==> src/rtl/shift_mult_pkg.sv <==
// Shared types and helpers for the shift-add multiplier controller and the
// top level that will later connect it to the register and adder datapath.
package shift_mult_pkg;

    typedef enum logic [2:0] {
        IDLE  = 3'd0,
        LOAD  = 3'd1,
        CHECK = 3'd2,
        ADD   = 3'd3,
        SHIFT = 3'd4,
        DONE  = 3'd5
    } ctrl_state_t;

    // Width needed to hold the values 0..width (the iteration count)
    function automatic int unsigned ctr_width(input int unsigned width);
        return $clog2(width + 1);
    endfunction

endpackage

==> src/rtl/shift_mult_controller.sv <==
// Sequencing FSM for a shift-add multiplier: loads the datapath, then for each
// multiplier bit inspects q0, optionally adds, and shifts. It holds done until
// the result is acknowledged or a new multiply is requested.
module shift_mult_controller
    import shift_mult_pkg::*;
#(
    parameter  int n  = 4,
    localparam int CW = ctr_width(n)
) (
    input  logic          clock,
    input  logic          reset,
    input  logic          start,
    input  logic          ack,
    input  logic          abort,
    input  logic          q0,
    output logic          load,
    output logic          add,
    output logic          shift,
    output logic          busy,
    output logic          done,
    output logic [CW-1:0] iter
);

    ctrl_state_t state;
    ctrl_state_t state_next;
    logic [CW-1:0] iter_next;
    logic in_op;

    // Operation in progress: the states where abort applies and busy is high
    assign in_op = (state == LOAD) || (state == CHECK) ||
                   (state == ADD)  || (state == SHIFT);

    // State and iteration counter registers, cleared asynchronously
    always_ff @(posedge clock or posedge reset) begin
        if (reset) begin
            state <= IDLE;
            iter  <= '0;
        end else begin
            state <= state_next;
            iter  <= iter_next;
        end
    end

    // Next-state and counter update; abort overrides every other transition
    always_comb begin
        state_next = IDLE;
        iter_next  = iter;
        if (in_op && abort) begin
            state_next = IDLE;
            iter_next  = '0;
        end else begin
            case (state)
                IDLE: begin
                    state_next = start ? LOAD : IDLE;
                end
                LOAD: begin
                    iter_next  = CW'(n);
                    state_next = CHECK;
                end
                CHECK: begin
                    state_next = q0 ? ADD : SHIFT;
                end
                ADD: begin
                    state_next = SHIFT;
                end
                SHIFT: begin
                    // SHIFT is only reached with iter >= 1, so no underflow
                    iter_next  = iter - CW'(1);
                    state_next = (iter == CW'(1)) ? DONE : CHECK;
                end
                DONE: begin
                    // A new start wins over ack for back-to-back operation
                    if (start) begin
                        state_next = LOAD;
                    end else if (ack) begin
                        state_next = IDLE;
                    end else begin
                        state_next = DONE;
                    end
                end
                default: begin
                    state_next = IDLE;
                end
            endcase
        end
    end

    // Moore outputs decoded from state only; strobes are mutually exclusive
    always_comb begin
        load  = 1'b0;
        add   = 1'b0;
        shift = 1'b0;
        busy  = 1'b0;
        done  = 1'b0;
        case (state)
            LOAD: begin
                load = 1'b1;
                busy = 1'b1;
            end
            CHECK: begin
                busy = 1'b1;
            end
            ADD: begin
                add  = 1'b1;
                busy = 1'b1;
            end
            SHIFT: begin
                shift = 1'b1;
                busy  = 1'b1;
            end
            DONE: begin
                done = 1'b1;
            end
            default: begin
                busy = 1'b0;
            end
        endcase
    end

endmodule

==> config.mk <==
export PLATFORM = sky130hd
export DESIGN_NAME = shift_mult_controller
export DESIGN_NICKNAME = d
export VERILOG_FILES = /design/src/rtl/shift_mult_pkg.sv /design/src/rtl/shift_mult_controller.sv
export SDC_FILE = /design/constraint.sdc
export NUM_CORES = 1
export LEC_CHECK = 0
export ABC_CLOCK_PERIOD_IN_PS = 1300
export BUFFER_PORTS_ARGS = -buffer_cell sky130_fd_sc_hd__clkbuf_2
export CORE_AREA = 2 2 39 41
export CTS_BUF_LIST = sky130_fd_sc_hd__clkbuf_16
export CTS_CLUSTER_DIAMETER = 150
export DETAILED_ROUTE_END_ITERATION = 10
export DIE_AREA = 0 0 41 43
export GPL_TIMING_DRIVEN = 0
export PLACE_DENSITY_LB_ADDON = 0.15
export REMOVE_ABC_BUFFERS = 1
export SLEW_MARGIN = 0
export SYNTH_ARGS = -nofsm -noshare
export SYNTH_HDL_FRONTEND = slang
export SYNTH_SLANG_ARGS = --single-unit
==> constraint.sdc <==
create_clock -name clock -period 1.3 [get_ports clock]
set_input_delay 0.39 -clock clock [delete_from_list [all_inputs] [get_ports clock]]
set_output_delay 0.39 -clock clock [all_outputs]
set_load 0.02 [all_outputs]
==> results.json <==
{
  "critPathRequiredTime_ps": 910,
  "place_ws_ps": -388,
  "cts_tree": "built",
  "antenna_left": 0,
  "htree_num_levels": 1,
  "min_period_ps": 1700,
  "grt_max_degree": 10,
  "rsz0062_at_grt": "yes",
  "cp_cell_sequence": "or3_4 > and2_4 > buf_8",
  "clk_pin_slew_worst_paths_ps": 40,
  "setup-violations-final": 10,
  "max_freq_mhz": 589,
  "timing.final.ws_setup_ps": -399,
  "ctsHoldBuffers": 0,
  "vias": 566,
  "slowest_stage": "dfrtp_2",
  "period_share": 1.31,
  "area_delta_synth_final_pct": 91.9,
  "r2r-end": "state[0]",
  "ir_worst_vdd_mv": 1.34,
  "io_buffer_count": 13,
  "drtIter0Drc": 7,
  "wl_per_cell_um": 16.2,
  "core_area_mm2": 0.00138,
  "regArea_um2": 155,
  "ff2ff_path_depth": 6,
  "p_leak_nw": 0.447,
  "track_usage": 0.202,
  "p_switching_mw": 0.812,
  "clk_latency_ps": 230,
  "initial_core_util": 0.358,
  "worstSetupEndpoint": "busy",
  "hold_path.class": "primary input to asynchronous set/reset pin",
  "finalSetupTns_ps": -1960,
  "post_dp_cell_area_um2": 549,
  "relSlewSlack": 0.781,
  "drv_cap": 0,
  "fp.dieW_um": 41,
  "clock-sinks": 6,
  "violations": "setup timing",
  "startpoint_type": "flop",
  "yosys_warnings": 0,
  "avgSynthCellArea_um2": 8.69,
  "power.total_mw": 2.27,
  "clkPwrFrac": 0.227,
  "post-dp-hpwl_um": 723,
  "multi_input_area_um2": 367,
  "ioPinCount": 14,
  "p_int_mw": 1.45,
  "fillCellCount": 101,
  "synth_cell_type_count": 32,
  "drc": 0,
  "sw_frac_of_total": 0.358,
  "vias_per_cell": 5.39,
  "cp.depth": 3,
  "worstMarginPinSlew_ps": 329,
  "grt_overflow_total": 0,
  "r2r-start": "state[1]",
  "dieArea_mm2": 0.00176,
  "insertedDiodeCount": 0,
  "max_stage_delay_ps": 420,
  "routed_wl_um": 1700,
  "die_y_um": 43,
  "grt_pass1_vias": 528,
  "clock_path_buffers": 2,
  "numCtsBuffers": 3,
  "gp_congestion": 0.677,
  "powerDensity_mw_per_mm2": 2380,
  "first_pass_iters": 4,
  "syn_area_um2": 495,
  "power_frac_comb": 0.620,
  "syn_inst": 57,
  "ys_seq_area_frac": 0.303,
  "end_kind": "primary output",
  "seq_power_share": 0.154,
  "critPathArrivalTime_ps": 1310,
  "clock_skew_ps": 4.13,
  "cp_num_buf_inv": 1,
  "final_nets": 99,
  "worst_hold_slack_ps": 54.9,
  "grt_pass1_wl_um": 2350,
  "status": "finished, violations left",
  "rrSetupSlack_ps": -240,
  "placementRows": 14,
  "path_class": "flop to primary output",
  "root_buffer": "clkbuf_16",
  "hold_viol_final": 0,
  "ys_ff_latch": 6,
  "critPathMaxFanout": 2,
  "cp-startpoint": "state[2]",
  "slew_violations": 0,
  "drive_above_1_share": 0.629,
  "critPathTopFamily": "simple AND/OR/NAND/NOR gates",
  "grt_antenna_before_repair": 0,
  "final_area_um2": 951
}
## per-stage QoR
| step | utilization | cells |
|---|---|---|
| after floorplan | - | 53 |
| after global placement | 0.397 | 82 |
| after detailed placement | 0.397 | 82 |
| after CTS | 0.580 | 97 |
| after global routing | 0.687 | 105 |
| final | 0.687 | 105 |
## state kept, by name (all words and copies together), names as in the netlist
signal,flops
state,3
iter,3
## what timing repair did
| item | 4_1_cts | 5_1_grt |
|---|---|---|
| gates cloned | 0 | 1 |
| gates resized for setup | 22 | 20 |
| setup buffers | 12 | 7 |
| endpoints found under the setup margin | 10 | 11 |
| pin swaps | 5 | 9 |
## worst reg2reg max path, stage by stage, from the launching register on
cell and delay, ps:
dfrtp_2 420, buf_8 150, buf_6 110, buf_6 110
mux2_1 190, a22oi_1 60, a222oi_1 350
## routing by layer
layer	vias up	global-route usage	wire length [um]
met1	275	0.248	694
met5	-	0	0
li1	269	-	-
met3	2	0.0209	69
met4	0	0.127	12
met2	20	0.316	923
## cells in the mapped netlist (all sizes together)
| master | number | share of area |
|---|---|---|
| inv | 6 | 0.045 |
| nor3 | 1 | 0.010 |
| a21o | 3 | 0.045 |
| buf | 4 | 0.063 |
| and2 | 1 | 0.013 |
| nor2b | 2 | 0.025 |
| dfrtp | 6 | 0.30 |
| a32oi | 1 | 0.018 |
| o21ai | 3 | 0.030 |
| nor2 | 5 | 0.043 |
| a21oi | 2 | 0.020 |
| ha | 2 | 0.050 |
| nand3b | 1 | 0.015 |
| a222oi | 1 | 0.020 |
| a22o | 2 | 0.035 |
| nor3b | 3 | 0.056 |
| o32ai | 1 | 0.018 |
| nand3 | 1 | 0.010 |
| a221o | 1 | 0.020 |
| or3 | 2 | 0.025 |
| a22oi | 1 | 0.015 |
| a32o | 1 | 0.020 |
| nand2 | 2 | 0.015 |
| nand2b | 1 | 0.013 |
| and3b | 1 | 0.018 |
| mux2 | 1 | 0.023 |
| or2b | 2 | 0.030 |
## cell usage in the layout (no fill, tap or decap), drive strengths merged
cell,instances
buf,22
clkbuf,14
inv,6
dfrtp,6
nor2,5
a21o,3
nor3b,3
o21ai,3
or2b,2
or3,2
a22o,2
a21oi,2
nand2,2
ha,2
nor2b,2
nand3,1
and3b,1
nor3,1
nand3b,1
mux2,1
a22oi,1
a222oi,1
and2,1
a32oi,1
nand2b,1
o32ai,1
a32o,1
a221o,1
## logic make-up (layout without fill, tap and decap cells)
| family | Yosys count | after routing | share of synthesized area |
|---|---|---|---|
| DFF | 6 | 6 | 0.303 |
| buffers and inverters | 10 | 42 | 0.109 |
| muxes | 1 | 1 | 0.0227 |
| and+or+nand+nor | 22 | 22 | 0.273 |
| adders and majority gates | 2 | 2 | 0.0505 |
| AOI/OAI and AO/OA | 16 | 16 | 0.242 |
## worst min-delay path by stage
stage	to	slack (ps)
detailed placement	iter[0]	290
global placement	iter[0]	290
floorplan	iter[0]	180
global route	iter[1]	100
finish	iter[1]	50
CTS	iter[1]	50
## final cells by class
class                      instances  area share
clock buffer                       3      0.0789
inverter                           6      0.0316
multi-input combinational         41       0.386
sequential                         6       0.163
tap                               16      0.0211
timing repair buffer              33       0.320
## power groups by stage
stage,Clock [mW],Sequential [mW],Combinational (mW)
floorplan,0,0.402,0.407
global placement,0,0.411,0.584
detailed placement,0,0.409,0.585
CTS,0.505,0.336,1.04
global route,0.529,0.357,1.49
finish,0.514,0.348,1.40
No activity file was read; power rests on OpenSTA's default activity.
